[config.mk]
export PLATFORM = sky130hd
export DESIGN_NAME = uart_cmd_rx_flat
export DESIGN_NICKNAME = d
export VERILOG_FILES = /design/src/rtl/uart_cmd_rx_if.sv /design/src/rtl/uart_cmd_rx.sv /design/src/flat_wrapper.sv
export SDC_FILE = /design/constraint.sdc
export NUM_CORES = 1
export LEC_CHECK = 0
export ABC_AREA = 1
export CORE_UTILIZATION = 59
export DETAILED_ROUTE_END_ITERATION = 6
export GPL_ROUTABILITY_DRIVEN = 1
export PLACE_DENSITY = 0.8
export SYNTH_ARGS = -nofsm -noshare
export SYNTH_HDL_FRONTEND = slang
export SYNTH_SLANG_ARGS = --single-unit
[constraint.sdc]
create_clock -name clk -period 3.1 [get_ports clk]
set_clock_uncertainty 0.15 [all_clocks]
set_input_delay 0.62 -clock clk [delete_from_list [all_inputs] [get_ports clk]]
set_output_delay 0.62 -clock clk [all_outputs]
set_load 0.05 [all_outputs]
[src/rtl/uart_cmd_rx_if.sv]
// Command-side bus of the UART command receiver: assembled command, ready/clear
// handshake and the three single-cycle error strobes.
interface uart_cmd_rx_if;
  logic [15:0] cmd;
  logic        cmd_rdy;
  logic        clr_cmd_rdy;
  logic        frm_err;
  logic        ovr_err;
  logic        to_err;

  modport master (
    output cmd,
    output cmd_rdy,
    output frm_err,
    output ovr_err,
    output to_err,
    input  clr_cmd_rdy
  );

  modport slave (
    input  cmd,
    input  cmd_rdy,
    input  frm_err,
    input  ovr_err,
    input  to_err,
    output clr_cmd_rdy
  );
endinterface

[src/rtl/uart_cmd_rx.sv]
// Host command receiver: 8N1 UART deserializer feeding a two-byte command
// assembler with inter-byte timeout, overrun and framing-error filtering.
module uart_cmd_rx #(
  parameter int BAUD_DIV = 868,
  parameter int TIMEOUT  = 1_000_000,
  parameter int BW       = 10,
  parameter int TW       = 20
) (
  input  logic          clk,
  input  logic          rst,
  input  logic          RX,
  uart_cmd_rx_if.master cmd_if
);

  typedef enum logic [1:0] {
    B_IDLE  = 2'd0,
    B_START = 2'd1,
    B_DATA  = 2'd2,
    B_STOP  = 2'd3
  } bit_state_t;

  typedef enum logic [1:0] {
    A_WAIT_HI = 2'd0,
    A_WAIT_LO = 2'd1,
    A_HOLD    = 2'd2
  } asm_state_t;

  localparam logic [BW-1:0] HALF_LOAD = BW'(BAUD_DIV / 2 - 1);
  localparam logic [BW-1:0] FULL_LOAD = BW'(BAUD_DIV - 1);
  localparam logic [TW-1:0] TO_LIMIT  = TW'(TIMEOUT);

  logic          rx_meta_r;
  logic          rxs_r;
  logic          rx_prev_r;

  bit_state_t    bit_state_r,  bit_state_nxt_s;
  logic [BW-1:0] baud_cnt_r,   baud_cnt_nxt_s;
  logic [2:0]    bit_cnt_r,    bit_cnt_nxt_s;
  logic [7:0]    shift_r,      shift_nxt_s;
  logic          byte_vld_r,   byte_vld_nxt_s;
  logic          frm_err_r,    frm_err_nxt_s;
  logic          baud_done_s;
  logic          fall_s;

  asm_state_t    asm_state_r,  asm_state_nxt_s;
  logic [TW-1:0] to_cnt_r,     to_cnt_nxt_s;
  logic [TW-1:0] to_cnt_inc_s;
  logic [15:0]   cmd_r,        cmd_nxt_s;
  logic          cmd_rdy_r,    cmd_rdy_nxt_s;
  logic          ovr_err_r,    ovr_err_nxt_s;
  logic          to_err_r,     to_err_nxt_s;

  // Two-flop synchronizer plus one delayed copy for falling-edge detection.
  always_ff @(posedge clk or posedge rst) begin
    if (rst) begin
      rx_meta_r <= 1'b1;
      rxs_r     <= 1'b1;
      rx_prev_r <= 1'b1;
    end else begin
      rx_meta_r <= RX;
      rxs_r     <= rx_meta_r;
      rx_prev_r <= rxs_r;
    end
  end

  assign fall_s      = rx_prev_r & ~rxs_r;
  assign baud_done_s = (baud_cnt_r == {BW{1'b0}});

  // Bit FSM next state: samples mid-bit, start bit re-checked to reject glitches.
  always_comb begin
    bit_state_nxt_s = bit_state_r;
    baud_cnt_nxt_s  = baud_cnt_r;
    bit_cnt_nxt_s   = bit_cnt_r;
    shift_nxt_s     = shift_r;
    byte_vld_nxt_s  = 1'b0;
    frm_err_nxt_s   = 1'b0;
    case (bit_state_r)
      B_IDLE: begin
        if (fall_s) begin
          bit_state_nxt_s = B_START;
          baud_cnt_nxt_s  = HALF_LOAD;
        end else begin
          baud_cnt_nxt_s  = {BW{1'b0}};
        end
      end
      B_START: begin
        if (!baud_done_s) begin
          baud_cnt_nxt_s = baud_cnt_r - BW'(1'b1);
        end else if (!rxs_r) begin
          bit_state_nxt_s = B_DATA;
          baud_cnt_nxt_s  = FULL_LOAD;
          bit_cnt_nxt_s   = 3'd0;
        end else begin
          bit_state_nxt_s = B_IDLE;
        end
      end
      B_DATA: begin
        if (!baud_done_s) begin
          baud_cnt_nxt_s = baud_cnt_r - BW'(1'b1);
        end else begin
          shift_nxt_s    = {rxs_r, shift_r[7:1]};
          baud_cnt_nxt_s = FULL_LOAD;
          if (bit_cnt_r == 3'd7) begin
            bit_state_nxt_s = B_STOP;
          end else begin
            bit_cnt_nxt_s = bit_cnt_r + 3'd1;
          end
        end
      end
      B_STOP: begin
        if (!baud_done_s) begin
          baud_cnt_nxt_s = baud_cnt_r - BW'(1'b1);
        end else begin
          bit_state_nxt_s = B_IDLE;
          if (rxs_r) begin
            byte_vld_nxt_s = 1'b1;
          end else begin
            frm_err_nxt_s  = 1'b1;
          end
        end
      end
      default: begin
        bit_state_nxt_s = B_IDLE;
        baud_cnt_nxt_s  = {BW{1'b0}};
      end
    endcase
  end

  // Bit FSM state and datapath registers.
  always_ff @(posedge clk or posedge rst) begin
    if (rst) begin
      bit_state_r <= B_IDLE;
      baud_cnt_r  <= {BW{1'b0}};
      bit_cnt_r   <= 3'd0;
      shift_r     <= 8'h00;
      byte_vld_r  <= 1'b0;
      frm_err_r   <= 1'b0;
    end else begin
      bit_state_r <= bit_state_nxt_s;
      baud_cnt_r  <= baud_cnt_nxt_s;
      bit_cnt_r   <= bit_cnt_nxt_s;
      shift_r     <= shift_nxt_s;
      byte_vld_r  <= byte_vld_nxt_s;
      frm_err_r   <= frm_err_nxt_s;
    end
  end

  assign to_cnt_inc_s = to_cnt_r + TW'(1'b1);

  // Assembler next state: a byte on the timeout cycle still completes the command.
  always_comb begin
    asm_state_nxt_s = asm_state_r;
    to_cnt_nxt_s    = to_cnt_r;
    cmd_nxt_s       = cmd_r;
    cmd_rdy_nxt_s   = cmd_rdy_r;
    ovr_err_nxt_s   = 1'b0;
    to_err_nxt_s    = 1'b0;
    case (asm_state_r)
      A_WAIT_HI: begin
        if (byte_vld_r) begin
          cmd_nxt_s[15:8] = shift_r;
          to_cnt_nxt_s    = {TW{1'b0}};
          asm_state_nxt_s = A_WAIT_LO;
        end else begin
          to_cnt_nxt_s    = to_cnt_r;
        end
      end
      A_WAIT_LO: begin
        if (byte_vld_r) begin
          cmd_nxt_s[7:0]  = shift_r;
          cmd_rdy_nxt_s   = 1'b1;
          asm_state_nxt_s = A_HOLD;
        end else if (frm_err_r) begin
          asm_state_nxt_s = A_WAIT_HI;
        end else if (to_cnt_inc_s == TO_LIMIT) begin
          to_err_nxt_s    = 1'b1;
          to_cnt_nxt_s    = to_cnt_inc_s;
          asm_state_nxt_s = A_WAIT_HI;
        end else begin
          to_cnt_nxt_s    = to_cnt_inc_s;
        end
      end
      A_HOLD: begin
        ovr_err_nxt_s = byte_vld_r;
        if (cmd_if.clr_cmd_rdy) begin
          cmd_rdy_nxt_s   = 1'b0;
          asm_state_nxt_s = A_WAIT_HI;
        end else begin
          cmd_rdy_nxt_s   = 1'b1;
        end
      end
      default: begin
        asm_state_nxt_s = A_WAIT_HI;
        cmd_rdy_nxt_s   = 1'b0;
      end
    endcase
  end

  // Assembler state, command and strobe registers.
  always_ff @(posedge clk or posedge rst) begin
    if (rst) begin
      asm_state_r <= A_WAIT_HI;
      to_cnt_r    <= {TW{1'b0}};
      cmd_r       <= 16'h0000;
      cmd_rdy_r   <= 1'b0;
      ovr_err_r   <= 1'b0;
      to_err_r    <= 1'b0;
    end else begin
      asm_state_r <= asm_state_nxt_s;
      to_cnt_r    <= to_cnt_nxt_s;
      cmd_r       <= cmd_nxt_s;
      cmd_rdy_r   <= cmd_rdy_nxt_s;
      ovr_err_r   <= ovr_err_nxt_s;
      to_err_r    <= to_err_nxt_s;
    end
  end

  assign cmd_if.cmd     = cmd_r;
  assign cmd_if.cmd_rdy = cmd_rdy_r;
  assign cmd_if.frm_err = frm_err_r;
  assign cmd_if.ovr_err = ovr_err_r;
  assign cmd_if.to_err  = to_err_r;

endmodule
[src/flat_wrapper.sv]
// flat-port wrapper written by rule: the top's interface ports become plain ports
module uart_cmd_rx_flat 
#(
  parameter int BAUD_DIV = 868,
  parameter int TIMEOUT  = 1_000_000,
  parameter int BW       = 10,
  parameter int TW       = 20
)
  (clk, rst, RX, cmd_if_cmd, cmd_if_cmd_rdy, cmd_if_frm_err, cmd_if_ovr_err, cmd_if_to_err, cmd_if_clr_cmd_rdy);
  uart_cmd_rx_if cmd_if_i ();
  input  logic clk;
  input  logic rst;
  input  logic RX;
  output wire logic [$bits(cmd_if_i.cmd)-1:0] cmd_if_cmd;
  output wire logic [$bits(cmd_if_i.cmd_rdy)-1:0] cmd_if_cmd_rdy;
  output wire logic [$bits(cmd_if_i.frm_err)-1:0] cmd_if_frm_err;
  output wire logic [$bits(cmd_if_i.ovr_err)-1:0] cmd_if_ovr_err;
  output wire logic [$bits(cmd_if_i.to_err)-1:0] cmd_if_to_err;
  input wire logic [$bits(cmd_if_i.clr_cmd_rdy)-1:0] cmd_if_clr_cmd_rdy;
  assign cmd_if_cmd = cmd_if_i.cmd;
  assign cmd_if_cmd_rdy = cmd_if_i.cmd_rdy;
  assign cmd_if_frm_err = cmd_if_i.frm_err;
  assign cmd_if_ovr_err = cmd_if_i.ovr_err;
  assign cmd_if_to_err = cmd_if_i.to_err;
  assign cmd_if_i.clr_cmd_rdy = cmd_if_clr_cmd_rdy;
  uart_cmd_rx #(.BAUD_DIV(BAUD_DIV), .TIMEOUT(TIMEOUT), .BW(BW), .TW(TW)) u_core (.clk(clk), .rst(rst), .RX(RX), .cmd_if(cmd_if_i));
endmodule
==> flow_metrics.py <==
metrics = {
    "clock_tree": {
        "cts_max_level": 3,
        "cts_sinks": 69,
        "cts_made_buffers": 9,
        "clock_path_buffers": 2,
        "cts_resized": 0,
        "hold_buffers": 0,
        "cts_tree": "yes",
        "clkSlewWorstSetupHoldPaths_ns": 0.09,
        "clk_latency_ns": 0.36,
        "cts_setup_buffers": 0,
        "root_buffer": "clkbuf_8",
    },
    "routing": {
        "remaining_drc_errors": 0,
        "first_iter_violations": 264,
        "totalWireLength_mm": 7.48,
        "via_count": 2970,
        "antenna_left": 0,
        "viasPerCell": 5.37,
        "dr.pass1.iters": 5,
        "wire_per_inst_um": 13.5,
    },
    "place": {
        "place_ws_ns": 0.845,
        "hpwl_mm": 5.37,
        "gp_congestion": 0.899,
        "port_buffers": 23,
    },
    "logic_synthesis": {
        "syn_inst": 445,
        "synth_cell_type_count": 30,
        "yosysSeqAreaShare_pct": 48.7,
        "syn_nets": 462,
        "synth_edf_count": 0,
        "yosys_warnings": 0,
        "ys_ff_latch": 69,
        "synth_top_flop_cell": "dfrtp_1",
        "ys_top_cells_by_count": "nand2_1 (119), dfrtp_1 (66), inv_1 (66), o21ai_0 (49), nor2_1 (43)",
        "synth_area_leaders": "dfrtp_1 (46%), nand2_1 (13%), inv_1 (7.0%)",
        "yosys.area.top_type_share_pct": 46.5,
        "post-synth-top-area-cell": "dfrtp_1",
        "yosysMostFrequentCell": "nand2_1",
        "async_flop_share_pct": 100,
        "synth_area_per_cell_um2": 7.98,
        "netlist_area_um2": 3550,
    },
    "floorplan": {
        "coreArea_um2": 5640,
        "die_h_um": 79.6,
        "rows": 27,
        "io_pins": 24,
        "start_util_pct": 63.0,
        "die_width_um": 79.6,
        "dieArea_um2": 6330,
    },
    "sta": {
        "setup_ws_ns": 0.766,
        "min_period_ns": 2.33,
        "final_max_slew_viol_count": 0,
        "setup_viol": 0,
        "grt_setup_unrepaired": "no",
        "fin_crit_sh_pct": 75.3,
        "tns_ns": 0,
        "relSlewSlack_pct": 60.5,
        "clock.fmax_mhz": 428,
        "fin_hold_ws_ns": 0.215,
        "hold_viol": 0,
        "tightest_slew_ns": 0.592,
    },
    "critical_path": {
        "worstSetupEndpointType": "output port",
        "r2r_slack_ns": 0.82,
        "crit_family": "buffers and inverters",
        "timing.rr.end": "u_core.to_cnt_r[5]$_DFFE_PP0P_",
        "reg2reg_from": "u_core.asm_state_r[1]$_DFFE_PP0P_",
        "slowest_delay_ns": 0.81,
        "cp_cell_sequence": "clkdlybuf4s50_1",
        "worstPathRequired_ns": 2.33,
        "path_max_fanout": 2,
        "r2r_cells": 9,
        "start_kind": "flip-flop",
        "crit_type": "flip-flop to output port",
        "cp.arrival_ns": 1.56,
        "critPathBufInv": 1,
        "cp_slowest_cell": "clkdlybuf4s50_1",
    },
    "cells_and_area": {
        "diodes": 0,
        "finalNetCount": 493,
        "nFillCells": 429,
        "syn_to_final_growth_pct": 14.4,
        "fin_util_pct": 72.0,
        "layout-drive-gt1-share_pct": 6.86,
    },
    "global_routing": {
        "antenna_found_initial": 0,
        "grt_use_total_pct": 27.1,
        "grt_overflow": 0,
        "grt_start_max_net_pins": 44,
        "grt_pass1_wl_mm": 13.2,
        "grt_pass1_vias": 3006,
    },
    "worst_hold_path": {
        "hold_depth": 0,
        "hold_start": "u_core.rx_meta_r$_DFF_PP1_",
        "hold-path-endpoint": "u_core.rxs_r$_DFF_PP1_",
        "hold_path.class": "flip-flop to flip-flop",
    },
    "power": {
        "power.leakage_nw": 1.89,
        "power_density_nw_per_um2": 682,
        "irDropWorstVdd_mv": 0.450,
        "total_power_mw": 2.77,
    },
    "status": {
        "outcome": "completed",
    },
    "flow_run": {
        "maxCapViolCount": 0,
    },
}
-- cell families (layout without fill, tap and decap cells) --
kind of cell               count (synthesis)  in the layout  synth area share, %
DFF                                       69             69                 48.7
xor gates and xnor gates                  13             13                 3.21
AOI/OAI and AO/OA                         71             71                 11.2
adders and majority gates                 13             13                 4.58
buffers and inverters                     73            109                 7.82
and+or+nand+nor                          206            206                 24.5
-- cell type report --
| cell class | instances | area (µm²) | share of cell area (%) |
|---|---|---|---|
| sequential | 69 | 1730 | 42.6 |
| multi-input combinational | 303 | 1540 | 38.0 |
| timing repair buffer | 26 | 265 | 6.53 |
| inverter | 67 | 251 | 6.19 |
| clock buffer | 9 | 124 | 3.05 |
| tap | 72 | 90.1 | 2.22 |
| clock inverter | 7 | 57.6 | 1.42 |
-- state kept, by name (all words and copies together), names as in the netlist, named ones only --
name and flops:
u_core.asm_state_r 2, u_core.baud_cnt_r 10, u_core.bit_cnt_r 3, u_core.bit_state_r 1
u_core.byte_vld_r 1, u_core.cmd_if.cmd 16, u_core.cmd_if.cmd_rdy 1, u_core.cmd_if.frm_err 1
u_core.cmd_if.ovr_err 1, u_core.cmd_if.to_err 1, u_core.rx_meta_r 1, u_core.rx_prev_r 1
u_core.rxs_r 1, u_core.shift_r 8, u_core.to_cnt_r 20
-- worst max-delay path by stage --
stage	startpoint	to	slack (ns)	cells past startpoint
floorplan	rst	asynchronous set/reset pin	0.60	1
global route	u_core.baud_cnt_r[0]$_DFFE_PP0P_	u_core.baud_cnt_r[5]$_DFFE_PP0P_	0.60	11
finish	u_core.cmd_if.cmd_rdy$_DFFE_PP0P_	cmd_if_cmd_rdy	0.77	1
global placement	u_core.baud_cnt_r[0]$_DFFE_PP0P_	u_core.baud_cnt_r[1]$_DFFE_PP0P_	0.91	11
detailed placement	u_core.baud_cnt_r[0]$_DFFE_PP0P_	u_core.bit_cnt_r[0]$_DFFE_PP0P_	0.84	10
CTS	u_core.cmd_if.cmd_rdy$_DFFE_PP0P_	cmd_if_cmd_rdy	0.74	1
-- layout by cell type (no fill, tap or decap), drive strengths merged --
| cell | synthesis | routed |
|---|---|---|
| a21boi | 1 | 1 |
| inv | 66 | 69 |
| nand2 | 121 | 121 |
| nand3 | 22 | 22 |
| nand3b | 1 | 1 |
| dfrtp | 66 | 66 |
| o21a | 1 | 1 |
| o22ai | 9 | 9 |
| nand4 | 6 | 6 |
| clkinv | 1 | 3 |
| clkbuf | 5 | 9 |
| dfstp | 3 | 3 |
| xor2 | 13 | 13 |
| clkdlybuf4s50 | 0 | 23 |
| o211ai | 1 | 1 |
| nor2 | 47 | 47 |
| clkinvlp | 0 | 2 |
| o221ai | 1 | 1 |
| a211oi | 1 | 1 |
| buf | 1 | 3 |
| ha | 13 | 13 |
| nor3 | 9 | 9 |
| a32o | 2 | 2 |
| o31ai | 1 | 1 |
| a21oi | 3 | 3 |
| o21ai | 51 | 51 |
-- report_power, final --
| group | switching, mW | leakage [nW] | internal [mW] |
|---|---|---|---|
| registers | 0.0928 | 0.936 | 1.01 |
| logic | 0.654 | 0.861 | 0.326 |
| clock network | 0.384 | 0.0881 | 0.301 |
-- metrics by stage --
step	instances	area (µm²)
2_1_floorplan	445	3550
4_1_cts	553	4060
6_report	553	4060
3_3_place_gp	537	3880
3_5_place_dp	537	3880
5_1_grt	553	4060
-- metal layers --
| metal | track usage [%] | up-vias | part of all wire (%) |
|---|---|---|---|
| met3 | 6.29 | 7 | 4.1 |
| met2 | 45.6 | 67 | 49 |
| li1 | - | 1480 | - |
| met4 | 8.55 | 0 | 0.86 |
| met1 | 34.4 | 1416 | 47 |
| met5 | 0 | - | 0 |
Note: power is estimated with default switching activity, not from simulation.
==> patch (same flow settings) <==
Encoding of `bit_state_t`: now one-hot (4 bits for 4 states).
--- a/src/rtl/uart_cmd_rx.sv
+++ b/src/rtl/uart_cmd_rx.sv
@@ -14,7 +14,7 @@
 
-  typedef enum logic [1:0] {
-    B_IDLE  = 2'd0,
-    B_START = 2'd1,
-    B_DATA  = 2'd2,
-    B_STOP  = 2'd3
+  typedef enum logic [3:0] {
+    B_IDLE  = 4'b0001,
+    B_START = 4'b0010,
+    B_DATA  = 4'b0100,
+    B_STOP  = 4'b1000
   } bit_state_t;
Function: no difference found for any inputs over 10 cycles, from zero or initial values and one cycle with rst high; not proved beyond that.
==> patch against the unedited design <==
Highest routed layer unchanged. First-iteration DRC count rose by 15%. Sequential cell count rose by 2. Setup slack improved by 23 ps. Area after synthesis rose by 2.4%. Hold slack got worse by 6.7 ps. Global-route usage fell by 0.063 points. Utilization fell by 1.5 points. Routed wire length rose by 3.6%. Combinational power barely moved. Total power rose by 1.1%. Largest cell class unchanged. Design area rose by 2.8%.
==> patch: results (changes against the unedited design) <==
* Largest net degree at the start of global routing at 24 (-45%)
* Initial antenna violation count at 0 (unchanged)
* Worst Max-Slew Pin Slew at 514.0 ps (-78.33 ps)
* Worst Setup SP: u_core.cmd_if.cmd[11]
* Port bufs at 23 (unchanged)
* Global Route Usage Sum at 0.2700 (-0.0006279)
* Layout cell share with drive strength beyond 1 at 0.09000 (+0.02139)
* Int Power at 1.708 mW (+4.2%)
* Syn nets at 474 (+2.6%)
* Post_cts resized at 0 (unchanged)
* Outcome: finished clean
* Vias in the first global route at 2973 (-1.1%)
* Comb. pwr at 977 µW (about the same)
* Wire per inst at 13.48 µm (-0.34%)
* Inserted Clock Buffers at 9 (unchanged)
* GPL Wtd Cong at 0.8920 (-0.77%)
* Ys async rst share at 1.000 (unchanged)
* Post-synth top cells: nand2_1 (131), dfrtp_1 (67), inv_1 (67)
* CP Max Fanout at 2 (unchanged)
* R2R cell count at 14 (+5)
* CP endpoint: cmd_if_cmd[11]
* Largest Register: u_core.to_cnt_r
* Placed insts at 559 (+4.1%)
* First-pass GRT wire length at 13230 µm (+0.11%)
* Number of flip-flops in the largest register at 20 (unchanged)
* Netlist cell types at 30 (unchanged)
* CTS H-tree depth at 3 (unchanged)
* Crit-path leading delay family: buffers and inverters
* WHS Endpoint: u_core.rxs_r
* Worst Path Arrival at 1540 ps (-20 ps)
* Synth area leaders: dfrtp_1 (46%), nand2_1 (14%), o21ai_0 (7.0%)
* Non-filler cells, final at 575 (+4.0%)
* Max clock buf depth at 2 (unchanged)
* Setup bufs post-CTS at 0 (unchanged)
* Routed vias at 3120 (+5.1%)
* Root Driver: clkbuf_8
* Cells after Synth at 462 (+3.8%)
* Worst slack at placement at 938.5 ps (+93.96 ps)
* Worst hold slack at 208.4 ps (-6.707 ps)
* Leakage power at 1.950 nW (+3.5%)
* Clock transition at path regs at 70 ps (-20 ps)
* Sequential share of power at 0.405 (+0.006)
* Hold depth at 0 (unchanged)
* R2R Path Start: u_core.to_cnt_r[1]
* Nets@finish at 507 (+2.8%)
* R2R setup slack at 860 ps (+40 ps)
* Final HPWL DP at 5539 µm (+3.2%)
* Reg-to-reg endpoint: u_core.asm_state_r[1]
* Peak supply drop at 0.5243 mV (+16%)
* Max Freq at 0.4328 GHz (+1.0%)
* DR iter-0 viols at 304 (+15%)
* Post-DP Area at 3990 µm² (+2.8%)
* Pwr Total at 2.802 mW (+1.1%)
* Detailed Routing Iterations Pass 1 at 7 (+2)
* Yosys warnings at 0 (unchanged)
* Seq/Total Area, Yosys at 0.4897 (+0.002540)
[patch: changes by cell type after synthesis, moves of 3 or more]
cell,before,now
nand2_1,119,131
a21oi_1,3,11
nor2_1,43,36
xor2_1,13,7
ha_1,13,8
nand2_2,2,5
nand4_1,6,9
xnor2_1,0,3
[patch: layout make-up]
type | instances | area, µm²
clock inverter | 3 | 17.52
clock buffer | 13 | 168.9
tap | 75 | 93.84
inverter | 69 | 259.0
fill | 465 | 1744
sequential | 71 | 1782
timing repair buffer | 28 | 280.3
multi-input combinational | 316 | 1575
[patch: routing by layer]
metal	global-route usage	wire, µm
met4	0.1196	157
met2	0.4254	3537
met3	0.05000	378
met1	0.3627	3678
met5	0	0
[patch: kinds of logic after synthesis]
family | count (synthesis) | share of synthesized area
adder cells (fa/ha/maj) | 8 | 0.02751
buffers and inverters | 75 | 0.07737
AO/OA/AOI/OAI | 75 | 0.1097
flip-flops | 71 | 0.4897
AND/OR/NAND/NOR | 223 | 0.2717
XOR/XNOR | 10 | 0.02407
